$ cat src/rtl/set_key_controller.sv
// Alarm-clock SET button front end: two-flop synchroniser and per-key debounce,
// press and auto-repeat events, W1C capture register, maskable IRQ, Avalon-MM slave.
module set_key_controller #(
  parameter int WIDTH           = 5,
  parameter int DEBOUNCE_CYCLES = 500000,
  parameter int REPEAT_DELAY    = 25000000,
  parameter int REPEAT_RATE     = 5000000
) (
  input  logic             clk,
  input  logic             reset,
  input  logic [WIDTH-1:0] in_port,
  input  logic [1:0]       address,
  input  logic             write,
  input  logic [31:0]      writedata,
  output logic [31:0]      readdata,
  output logic             irq
);

  localparam int CNT_W  = (DEBOUNCE_CYCLES > 1) ? $clog2(DEBOUNCE_CYCLES) : 1;
  localparam int RMAX   = (REPEAT_DELAY > REPEAT_RATE) ? REPEAT_DELAY : REPEAT_RATE;
  localparam int RCNT_W = (RMAX > 1) ? $clog2(RMAX) : 1;
  localparam int IDX_W  = (WIDTH > 1) ? $clog2(WIDTH) : 1;

  localparam logic [CNT_W-1:0]  DB_LAST  = CNT_W'(DEBOUNCE_CYCLES - 1);
  localparam logic [CNT_W-1:0]  CNT_ONE  = CNT_W'(1);
  localparam logic [RCNT_W-1:0] RD_LAST  = RCNT_W'(REPEAT_DELAY - 1);
  localparam logic [RCNT_W-1:0] RR_LAST  = RCNT_W'(REPEAT_RATE - 1);
  localparam logic [RCNT_W-1:0] RCNT_ONE = RCNT_W'(1);
  localparam logic [WIDTH-1:0]  KEY_ONE  = WIDTH'(1);

  typedef enum logic [1:0] {
    ST_IDLE   = 2'd0,
    ST_DELAY  = 2'd1,
    ST_REPEAT = 2'd2
  } state_t;

  logic [WIDTH-1:0]            r_sync1;
  logic [WIDTH-1:0]            r_sync2;
  logic [WIDTH-1:0]            r_stable;
  logic [WIDTH-1:0][CNT_W-1:0] r_cnt;
  logic [WIDTH-1:0]            r_capture;
  logic [WIDTH-1:0]            r_irq_mask;
  logic [WIDTH-1:0]            r_repeat_en;
  logic                        r_irq;
  logic [31:0]                 r_readdata;
  state_t                      r_state;
  logic [RCNT_W-1:0]           r_rcnt;
  logic [IDX_W-1:0]            r_key;

  logic [WIDTH-1:0]            w_stable_nxt;
  logic [WIDTH-1:0][CNT_W-1:0] w_cnt_nxt;
  logic [WIDTH-1:0]            w_press;
  logic [WIDTH-1:0]            w_press_en;
  logic                        w_track_ok;
  logic                        w_rep_fire;
  logic [WIDTH-1:0]            w_rep_evt;
  logic [WIDTH-1:0]            w_w1c;
  logic [31:0]                 w_rd_nxt;
  logic                        w_unused_wdata;

  function automatic logic [IDX_W-1:0] f_lowest(input logic [WIDTH-1:0] v);
    f_lowest = '0;
    for (int i = WIDTH - 1; i >= 0; i--) begin
      if (v[i]) f_lowest = IDX_W'(i);
    end
  endfunction

  assign w_unused_wdata = ^writedata[31:WIDTH];

  // Per-key debounce: a mismatch must persist DEBOUNCE_CYCLES samples before it is accepted.
  always_comb begin
    w_stable_nxt = r_stable;
    w_cnt_nxt    = '0;
    for (int i = 0; i < WIDTH; i++) begin
      if (r_sync2[i] != r_stable[i]) begin
        if (r_cnt[i] == DB_LAST) begin
          w_stable_nxt[i] = ~r_stable[i];
          w_cnt_nxt[i]    = '0;
        end else begin
          w_cnt_nxt[i]    = r_cnt[i] + CNT_ONE;
        end
      end else begin
        w_cnt_nxt[i] = '0;
      end
    end
  end

  assign w_press    = w_stable_nxt & ~r_stable;
  assign w_press_en = w_press & r_repeat_en;
  assign w_track_ok = r_stable[r_key] & r_repeat_en[r_key];

  // Synchroniser, debounced levels and debounce counters.
  always_ff @(posedge clk) begin
    if (reset) begin
      r_sync1  <= '0;
      r_sync2  <= '0;
      r_stable <= '0;
      r_cnt    <= '0;
    end else begin
      r_sync1  <= in_port;
      r_sync2  <= r_sync1;
      r_stable <= w_stable_nxt;
      r_cnt    <= w_cnt_nxt;
    end
  end

  // Repeat event fires on the tracked key at the terminal count, unless tracking just ended.
  always_comb begin
    w_rep_fire = 1'b0;
    case (r_state)
      ST_DELAY: begin
        if (w_track_ok && (r_rcnt == RD_LAST)) w_rep_fire = 1'b1;
        else                                   w_rep_fire = 1'b0;
      end
      ST_REPEAT: begin
        if (w_track_ok && (r_rcnt == RR_LAST)) w_rep_fire = 1'b1;
        else                                   w_rep_fire = 1'b0;
      end
      default: w_rep_fire = 1'b0;
    endcase
  end

  assign w_rep_evt = w_rep_fire ? (KEY_ONE << r_key) : '0;

  // Auto-repeat sequencer shared by all keys; only a fresh press can start tracking.
  always_ff @(posedge clk) begin
    if (reset) begin
      r_state <= ST_IDLE;
      r_rcnt  <= '0;
      r_key   <= '0;
    end else begin
      case (r_state)
        ST_IDLE: begin
          if (|w_press_en) begin
            r_key   <= f_lowest(w_stable_nxt & r_repeat_en);
            r_rcnt  <= '0;
            r_state <= ST_DELAY;
          end
        end
        ST_DELAY: begin
          if (!w_track_ok) begin
            r_rcnt  <= '0;
            r_state <= ST_IDLE;
          end else if (r_rcnt == RD_LAST) begin
            r_rcnt  <= '0;
            r_state <= ST_REPEAT;
          end else begin
            r_rcnt  <= r_rcnt + RCNT_ONE;
          end
        end
        ST_REPEAT: begin
          if (!w_track_ok) begin
            r_rcnt  <= '0;
            r_state <= ST_IDLE;
          end else if (r_rcnt == RR_LAST) begin
            r_rcnt  <= '0;
          end else begin
            r_rcnt  <= r_rcnt + RCNT_ONE;
          end
        end
        default: begin
          r_rcnt  <= '0;
          r_state <= ST_IDLE;
        end
      endcase
    end
  end

  // W1C mask and read mux for the register file.
  always_comb begin
    if (write && (address == 2'd1)) w_w1c = writedata[WIDTH-1:0];
    else                            w_w1c = '0;
    case (address)
      2'd0:    w_rd_nxt = 32'(r_stable);
      2'd1:    w_rd_nxt = 32'(r_capture);
      2'd2:    w_rd_nxt = 32'(r_irq_mask);
      2'd3:    w_rd_nxt = 32'(r_repeat_en);
      default: w_rd_nxt = 32'd0;
    endcase
  end

  // Capture (events override a same-cycle clear), control registers, irq and read data.
  always_ff @(posedge clk) begin
    if (reset) begin
      r_capture   <= '0;
      r_irq_mask  <= '0;
      r_repeat_en <= '0;
      r_irq       <= 1'b0;
      r_readdata  <= 32'd0;
    end else begin
      r_capture  <= (r_capture & ~w_w1c) | w_press | w_rep_evt;
      r_irq      <= |(r_capture & r_irq_mask);
      r_readdata <= w_rd_nxt;
      if (write && (address == 2'd2)) r_irq_mask <= writedata[WIDTH-1:0];
      else                            r_irq_mask <= r_irq_mask;
      if (write && (address == 2'd3)) r_repeat_en <= writedata[WIDTH-1:0];
      else                            r_repeat_en <= r_repeat_en;
    end
  end

  assign readdata = r_readdata;
  assign irq      = r_irq;

endmodule

$ cat config.mk
export PLATFORM = sky130hd
export DESIGN_NAME = set_key_controller
export DESIGN_NICKNAME = d
export VERILOG_FILES = /design/src/rtl/set_key_controller.sv
export SDC_FILE = /design/constraint.sdc
export NUM_CORES = 1
export LEC_CHECK = 0
export ABC_AREA = 1
export BUFFER_PORTS_ARGS = -buffer_cell sky130_fd_sc_hd__buf_4
export CORE_MARGIN = 8
export CORE_UTILIZATION = 45
export DETAILED_ROUTE_END_ITERATION = 8
export PLACE_DENSITY = 0.65
export SLEW_MARGIN = 40
export SYNTH_ARGS = -nofsm -noshare
export SYNTH_HDL_FRONTEND = slang
export SYNTH_SLANG_ARGS = --single-unit
$ cat constraint.sdc
create_clock -name clk -period 4.1 [get_ports clk]
set_clock_uncertainty 0.2 [all_clocks]
set_input_delay 0.41 -clock clk [delete_from_list [all_inputs] [get_ports clk]]
set_output_delay 0.41 -clock clk [all_outputs]
set_load 0.01 [all_outputs]
== Word level (Yosys, flattened, before mapping) ==
Cells that the tools add are included.
W data, S select, Z words.

* Add/subtract/negate cells: 6
* Equal/unequal tests: 20
* Reductions and logical operators: 16
* Shift-type cells: 1
* Multipliers: 0
* Multiplexer cells: 36
* Order comparisons: 1
* Div/mod/pow operators: 0
* Bitwise logic cells: 20

{| class="wikitable"
|+ Operators with widths
! kind !! number
|-
| $pmux W32 S4 || 1
|-
| $mux W25 || 5
|-
| $add A19 B1 Y19 const B || 5
|-
| $eq A19 B19 Y1 const B || 5
|-
| $pmux W25 S3 || 1
|-
| $add A25 B1 Y25 const B || 1
|-
| $and A5 B5 Y5 || 5
|-
| $eq A25 B23 Y1 const B || 1
|-
| $eq A25 B25 Y1 const B || 1
|-
| $mux W3 || 5
|-
| $reduce_or A3 Y1 || 5
|-
| $mux W1 || 14
|-
| $mux W5 || 2
|-
| $not A1 Y1 || 10
|-
| $not A5 Y5 || 2
|-
| $or A5 B5 Y5 || 2
|-
| $reduce_or A5 Y1 || 2
|-
| $mux W2 || 4
|-
| $bmux W1 S3 || 2
|-
| $eq A2 B2 Y1 const B || 3
|-
| $pmux W2 S3 || 1
|-
| $logic_and A1 B1 Y1 || 5
|-
| $ne A1 B1 Y1 || 5
|-
| $shl A1 B3 Y5 const A || 1
|-
| 9 further kinds || 12
|}

* Output and inout port bits: 33
* Memories kept: 0
* RAM bits: 0
* Word-level logic and storage cells: 116
* Bits in read-only memories: 0
* Bits of input ports: 42
* Register bits: 188
* Bits in latches: 0

== Longest topological paths before layout ==
Gate-level depths: netlist of the first run.

* Depth in word-level cells: 9
* Depth in mapped cells: 17
* Gate-level depth less buffers: 15

== Worst setup path before layout of the first run ==
No wires, ideal clock.

* Path kind: flip-flop to flip-flop
* Start: reg r_rcnt[0]
* End: reg r_rcnt[16]
* Stages on the path, launching flop included: 12
* Clock period less this slack: 1896 ps
* Required time: 3768 ps
* Path buffers: 0
* Path slack: 2204 ps
* Arrival: 1564 ps
* Setup time: 132 ps
* Cell sequence: dfxtp_1 -> ha_1 -> nand2_1 -> nor2_2 -> nand2_1 -> nor2_1 -> xor2_1 -> nor2_1 -> nand2_1 -> nand2_1 -> nand3_1 -> a21oi_1

* Longest elaborated chain between the ends: 4
* Elaborated cells on any way between the ends: 8
* Those cells by class: add/sub: 1; eq/ne: 2; mux: 5

{| class="wikitable"
|+ Ends and longest elaborated chain
! element !! RTL line !! text
|-
| start: declaration || 47 || <nowiki>logic [RCNT_W-1:0] r_rcnt;</nowiki>
|-
| start signal: assignment || 148 || <nowiki>r_rcnt <= r_rcnt + RCNT_ONE;</nowiki>
|-
| start signal: assignment || 158 || <nowiki>r_rcnt <= r_rcnt + RCNT_ONE;</nowiki>
|-
| $add A25 B1 Y25, or another cell as far along || 148, 158 ||
|-
| $mux W25 (on tied branches) || 155, 144 ||
|-
| $mux W25 (on tied branches) || 152, 141 ||
|-
| $pmux W25 S3 * || 132 || <nowiki>case (r_state)</nowiki>
|}

Every way passes the cells marked *; elsewhere a longest branch is shown, timed or not.
A chain may end at the register's enable or synchronous reset.

== Final worst setup path of the first run ==
* Start: reg r_cnt[0] in the netlist's numbering
* End: reg r_rcnt[18]

* Longest elaborated chain between the ends: 7

{| class="wikitable"
|+ Ends and longest elaborated chain
! element !! RTL line !! text
|-
| start: declaration || 40 || <nowiki>logic [WIDTH-1:0][CNT_W-1:0] r_cnt;</nowiki>
|-
| start signal: assignment || 103 || <nowiki>r_cnt <= w_cnt_nxt;</nowiki>
|-
| $eq A19 B19 Y1 || 76 || <nowiki>if (r_cnt[i] == DB_LAST) begin</nowiki>
|-
| $mux W1 || 76 ||
|-
| $mux W1 || 75 || <nowiki>if (r_sync2[i] != r_stable[i]) begin</nowiki>
|-
| $and A5 B5 Y5 || 88 || <nowiki>assign w_press = w_stable_nxt & ~r_stable;</nowiki>
|-
| $and A5 B5 Y5 || 89 || <nowiki>assign w_press_en = w_press & r_repeat_en;</nowiki>
|-
| $reduce_or A5 Y1 || 134 || <nowiki>if (|w_press_en) begin</nowiki>
|-
| $ne A2 B2 Y1 (no source line) || -- ||
|}

No other way between the ends.

==> results.json, run 1 <==
{
  "antenna_found_initial": 0,
  "max_slew_margin_pct": 47.3,
  "io_pins": 75,
  "postLayoutCellArea_um2": 9870,
  "synthArstFlopShare_pct": 0,
  "cts-root-buf": "clkbuf_16",
  "initial_core_util_pct": 45.3,
  "first_iter_violations": 447,
  "syn2layout_area_growth_pct": 8.86,
  "drive_above_1_share_pct": 8.33,
  "first_global_vias": 7409,
  "wl_met1_um": 9730,
  "antenna_left": 0,
  "numCtsBuffers": 17,
  "synth-seq-cells": 161,
  "routabilityCongestion": 0.954,
  "yosysSeqAreaShare_pct": 35.5,
  "crit_top_cell": "nand2_1",
  "antenna_cells": 0,
  "first_pass_iters": 5,
  "hp-class": "input port to flip-flop",
  "clk_latency_ps": 440,
  "synth_common_cells": "nand2_1, nor2_1, dfxtp_1, inv_1, nand3_1",
  "port_buffers": 20,
  "worst_pin_slew_ps": 790,
  "die_x_um": 158,
  "r2r-end": "r_rcnt[18]$_SDFFE_PP0P_",
  "avgRoutedWirePerCell_um": 12.2,
  "clock-sinks": 161,
  "grt_pass1_wl_um": 34200,
  "path_clk_slew_ps": 70,
  "setup_viol": 0,
  "top_layer_used": "met4",
  "fmax_ghz": 0.389,
  "dpl.hpwl_um": 14700,
  "path_max_fanout": 32,
  "dieHeight_um": 158,
  "num_rows": 52,
  "drc": 0,
  "crit_required_ps": 4190,
  "holdWs_ps": 63.3,
  "fillers": 2075,
  "synth.most_common_cell": "nand2_1",
  "ys.flop_type": "dfxtp_1",
  "rr_worst_depth": 12,
  "final_nets": 1430,
  "netlist_area_um2": 9070,
  "grt_use_total_pct": 16.6,
  "synth_area_leaders": "dfxtp_1, nand2_1, nor2_1",
  "place_ws_ps": 1560,
  "p_leak_nw": 3.52,
  "synth_area_per_cell_um2": 6.62,
  "wl_met2_um": 9290,
  "reg2reg_slack_ps": 1530,
  "tns_ps": 0,
  "gr-total-overflow": 0,
  "synth_edf_count": 0,
  "min_from": "in_port[2]",
  "yosysTopAreaCell": "dfxtp_1",
  "dpl-instance-area_um2": 9240,
  "maxCapViolations": 0,
  "cts.htree.levels": 4,
  "endpoint_kind": "flip-flop",
  "setup_ws_ps": 1530,
  "routed_wl_um": 20200,
  "cp_slowest_cell": "dfxtp_1",
  "grt_max_degree": 61,
  "yosysWarnings": 0,
  "path_buf_inv": 2,
  "clk_path_buf_depth": 2,
  "core-area_um2": 20000,
  "worstPathArrival_ps": 2660,
  "crit_type": "flip-flop to flip-flop",
  "fin_util_pct": 49.3,
  "drv_slew": 0,
  "period_needed_ps": 2570,
  "synth_top_area_share_pct": 35.5,
  "power_density_nw_per_um2": 328,
  "irDropWorstVdd_mv": 0.304,
  "synthDistinctLibCells": 42,
  "crit_family": "simple AND/OR/NAND/NOR gates",
  "status": "completed",
  "met3WireLength_um": 941,
  "post-route-period-util_pct": 62.7,
  "cts_tree": "yes",
  "dieArea_um2": 25000,
  "min_to": "r_sync1[2]$_SDFF_PP0_",
  "rsz0062_at_grt": "false",
  "post_cts_buffers": 0,
  "num_vias": 8344,
  "max_stage_delay_ps": 350,
  "hold_violations": 0,
  "cp-start-kind": "flip-flop",
  "netlist_instances": 1370,
  "hold_depth": 3,
  "r2r_start": "r_cnt[0]$_SDFF_PP0_",
  "vias_per_cell": 5.02,
  "crit_chain": "ha_1 -> nand2_1 -> nor2_4 -> nand3_1 -> nor2_2 -> nand4_1 -> nand2_1 -> inv_1 -> nand3_4 -> inv_2 -> nand2_1 -> a21oi_1"
}
-- final cells by class --
class / instances / area, um^2 / area share [%]
sequential: 161 / 3220 / 32.6
clock inverter: 15 / 165 / 1.67
clock buffer: 17 / 425 / 4.31
tap: 270 / 338 / 3.42
multi-input combinational: 1010 / 4910 / 49.7
inverter: 165 / 621 / 6.29
timing repair buffer: 24 / 190 / 1.93
-- state kept, by name (all words and copies together), names as in the netlist --
name,flops
irq,1
r_capture,5
r_cnt,95
r_irq_mask,5
r_key,3
r_rcnt,25
r_repeat_en,5
r_stable,5
r_state,2
r_sync1,5
r_sync2,5
readdata,5
-- through the flow --
stage | power (W) | std cells
detailed placement | 0.00170 | 1626
global placement | 0.00170 | 1626
CTS | 0.00329 | 1662
floorplan | 0.00169 | 1396
finish | 0.00324 | 1662
global route | 0.00336 | 1662
-- routing by layer --
metal	GRT usage [%]	vias up
li1	-	4400
met1	21.2	3788
met2	27.5	139
met3	3.85	17
met4	5.12	0
met5	0	-
-- timing repair --
| item | 4_1_cts | 5_1_grt |
|---|---|---|
| gates resized for setup | 0 | 0 |
| hold buffers | 4 | 0 |
| endpoints found under the hold margin | 4 | 0 |
-- worst max-delay path by stage --
stage                                 from                      end  slack [ps]  cells past startpoint
global placement      r_cnt[76]$_SDFF_PP0_   r_rcnt[2]$_SDFFE_PP0P_        1630                     12
CTS                    r_cnt[0]$_SDFF_PP0_  r_rcnt[18]$_SDFFE_PP0P_        1550                     12
global route          r_cnt[76]$_SDFF_PP0_  r_rcnt[15]$_SDFFE_PP0P_        1330                     12
detailed placement     r_cnt[0]$_SDFF_PP0_  r_rcnt[18]$_SDFFE_PP0P_        1560                     12
finish                 r_cnt[0]$_SDFF_PP0_  r_rcnt[18]$_SDFFE_PP0P_        1530                     12
floorplan           r_rcnt[0]$_SDFFE_PP0P_  r_rcnt[16]$_SDFFE_PP0P_        2200                     11
-- cells in the final DEF, fill, tap and decap left out, types with 7 or more instances in the layout --
| master | n |
|---|---|
| buf_4 | 20 |
| o21ai_0 | 37 |
| nand2_2 | 7 |
| nor4_1 | 8 |
| ha_1 | 9 |
| nand4_1 | 41 |
| nor2_1 | 224 |
| nand2_1 | 297 |
| a21oi_1 | 82 |
| a31oi_1 | 8 |
| nor3_1 | 39 |
| inv_1 | 156 |
| nor3b_1 | 14 |
| nand3_1 | 105 |
| xor2_1 | 32 |
| nor2_2 | 21 |
| clkbuf_16 | 17 |
| conb_1 | 27 |
| inv_2 | 8 |
| dfxtp_1 | 161 |
-- power breakdown --
group / internal [W] / total, W / switching, W
sequential: 0.00157 / 0.00158 / 0.00000971
clock: 0.000818 / 0.00157 / 0.000749
combinational: 0.0000262 / 0.0000863 / 0.0000601
-- worst register-to-register path: cells and delay by family (launching register included) --
kind / cells / cell delay, ps
fa+ha+maj: 1 / 170
buf+inv: 2 / 370
compound gates: 1 / 70
simple gates: 8 / 1250
flops: 1 / 350
-- cell families after synthesis --
group / after synthesis / share of synthesized area, %
and+or+nand+nor: 789 / 39.4
buffers and inverters: 225 / 11.4
DFF: 161 / 35.5
AOI/OAI and AO/OA: 147 / 8.75
xor gates and xnor gates: 38 / 3.67
adders and majority gates: 9 / 1.24
other: 1 / 0.0414
Note: power is estimated with default switching activity, not from simulation.
==> run 2, diff against run 1 <==
- PLACE_DENSITY: 0.65 -> 0.67
- clock period: 4.1 -> 2.3 ns (I/O delays scaled with it)
==> results.json, run 2 (synthesis gave the netlist of run 1 again) <==
{
  "final_common_cell": "nand2_1",
  "crit_type": "flip-flop to flip-flop",
  "dieArea_um2": 25000,
  "path_clk_slew_ps": 70,
  "place_ws_ps": 83.5,
  "max_slew_margin_pct": 62.0,
  "gr-total-overflow": 0,
  "clk_latency_ps": 430,
  "dpl.hpwl_um": 15400,
  "routed_wl_um": 20900,
  "crit_required_ps": 2400,
  "dpl-instance-area_um2": 9470,
  "drive_above_1_share_pct": 11.0,
  "period_needed_ps": 2140,
  "dieHeight_um": 158,
  "reg.largest.list": "r_cnt x95, r_rcnt x25",
  "setup_ws_ps": 161,
  "port_buffers": 20,
  "initial_core_util_pct": 45.3,
  "avgRoutedWirePerCell_um": 12.3,
  "antenna_found_initial": 0,
  "maxCapViolations": 0,
  "largest_reg_flops": 95,
  "post-route-period-util_pct": 93.0,
  "antenna_left": 0,
  "first_pass_iters": 6,
  "drv_slew": 0,
  "io_pins": 75,
  "fmax_ghz": 0.467,
  "holdWs_ps": 65.8,
  "first_iter_violations": 613,
  "p_leak_nw": 3.79,
  "grt_use_total_pct": 17.3,
  "worst_pin_slew_ps": 568,
  "fin_util_pct": 51.7,
  "final_cell_mix": "nand2_1, nor2_1, dfxtp_1",
  "setup_viol": 0,
  "postLayoutCellArea_um2": 10400,
  "grt_max_degree": 34,
  "power_density_nw_per_um2": 586,
  "endpoint_kind": "flip-flop",
  "hp-class": "input port to flip-flop",
  "routabilityCongestion": 0.945,
  "syn2layout_area_growth_pct": 14.1,
  "num_vias": 8592,
  "cts-root-buf": "clkbuf_16",
  "vias_per_cell": 5.03,
  "drc": 0,
  "first_global_vias": 7895,
  "tns_ps": 0,
  "grt_pass1_wl_um": 35800,
  "top_register": "r_cnt",
  "cts.htree.levels": 4,
  "hold_violations": 0,
  "antenna_cells": 0,
  "die_x_um": 158,
  "cp-start-kind": "flip-flop",
  "irDropWorstVdd_mv": 0.582,
  "num_rows": 52,
  "final_nets": 1476,
  "clk_path_buf_depth": 2,
  "worstPathArrival_ps": 2240,
  "path_max_fanout": 8,
  "cts_tree": "yes",
  "core-area_um2": 20000,
  "clock-sinks": 161,
  "status": "completed",
  "numCtsBuffers": 17
}
-- run 2: changes by cell type in the layout (fill, tap and decap cells not counted), moves of 3 or more --
| cell | before | now |
|---|---|---|
| buf_4 | 20 | 52 |
| clkinv_8 | 3 | 0 |
| dfxtp_2 | 0 | 3 |
| nor2_4 | 5 | 8 |
| bufinv_16 | 0 | 4 |
| dfxtp_1 | 161 | 158 |
| dlygate4sd3_1 | 4 | 16 |
| inv_8 | 5 | 1 |
-- run 2: what timing repair did --
item | 4_1_cts | 5_1_grt
hold endpoints to repair | 22 | 0
buffers inserted | 0 | 3
setup endpoints to repair | 0 | 43
resized for setup | 0 | 21
hold buffers | 16 | 0
-- run 2: final timing paths --
check / startpoint / end / slack (ps) / cells past startpoint
max: r_cnt[38]$_SDFF_PP0_ / r_cnt[49]$_SDFF_PP0_ / 160 / 11
min: address[1] / readdata[1]$_SDFF_PP0_ / 70 / 4
max reg2reg: r_cnt[38]$_SDFF_PP0_ / r_cnt[49]$_SDFF_PP0_ / 160 / 11
min reg2reg: r_sync1[1]$_SDFF_PP0_ / r_sync2[1]$_SDFF_PP0_ / 190 / 2
-- run 2: critical path, cell delays in order, from the launching register on --
cell and delay (ps):
dfxtp_2 340, ha_1 160, nand2_1 110, nor2_2 160, buf_4 130, inv_1 40, nor2_1 120, nand3_2 110
nand3_1 300, inv_1 190, o21ai_0 110, a21oi_1 60
-- run 2: metal layers --
metal  global-route usage (%)  share of wire (%)  vias to the layer above
met1                     22.2                 47                     3892
met4                     5.84                1.8                        0
li1                         -                  -                     4488
met2                     28.5                 46                      182
met3                     3.36                5.0                       30
met5                        0                  0                        -
-- run 2: power breakdown --
group / total [W] / internal, W / leakage, nW / switching, W
Sequential: 0.00283 / 0.00281 / 1.30 / 0.0000173
Clock: 0.00306 / 0.00184 / 0.308 / 0.00122
Combinational: 0.000179 / 0.0000644 / 2.18 / 0.000115
-- run 2: layout make-up --
class                   count  area [um^2]
multi-input cells        1010         4950
clock inverters            14          201
fillers                  1984         9690
inverters                 165          623
well taps                 270          338
repair buffers             70          581
flip-flops and latches    161         3230
clock buffers              18          429
-- run 2: stage by stage --
stage,total power [W],instances
finish,0.00606,1708
global route,0.00626,1708
CTS,0.00613,1705
detailed placement,0.00305,1657
global placement,0.00304,1657
floorplan,0.00301,1396
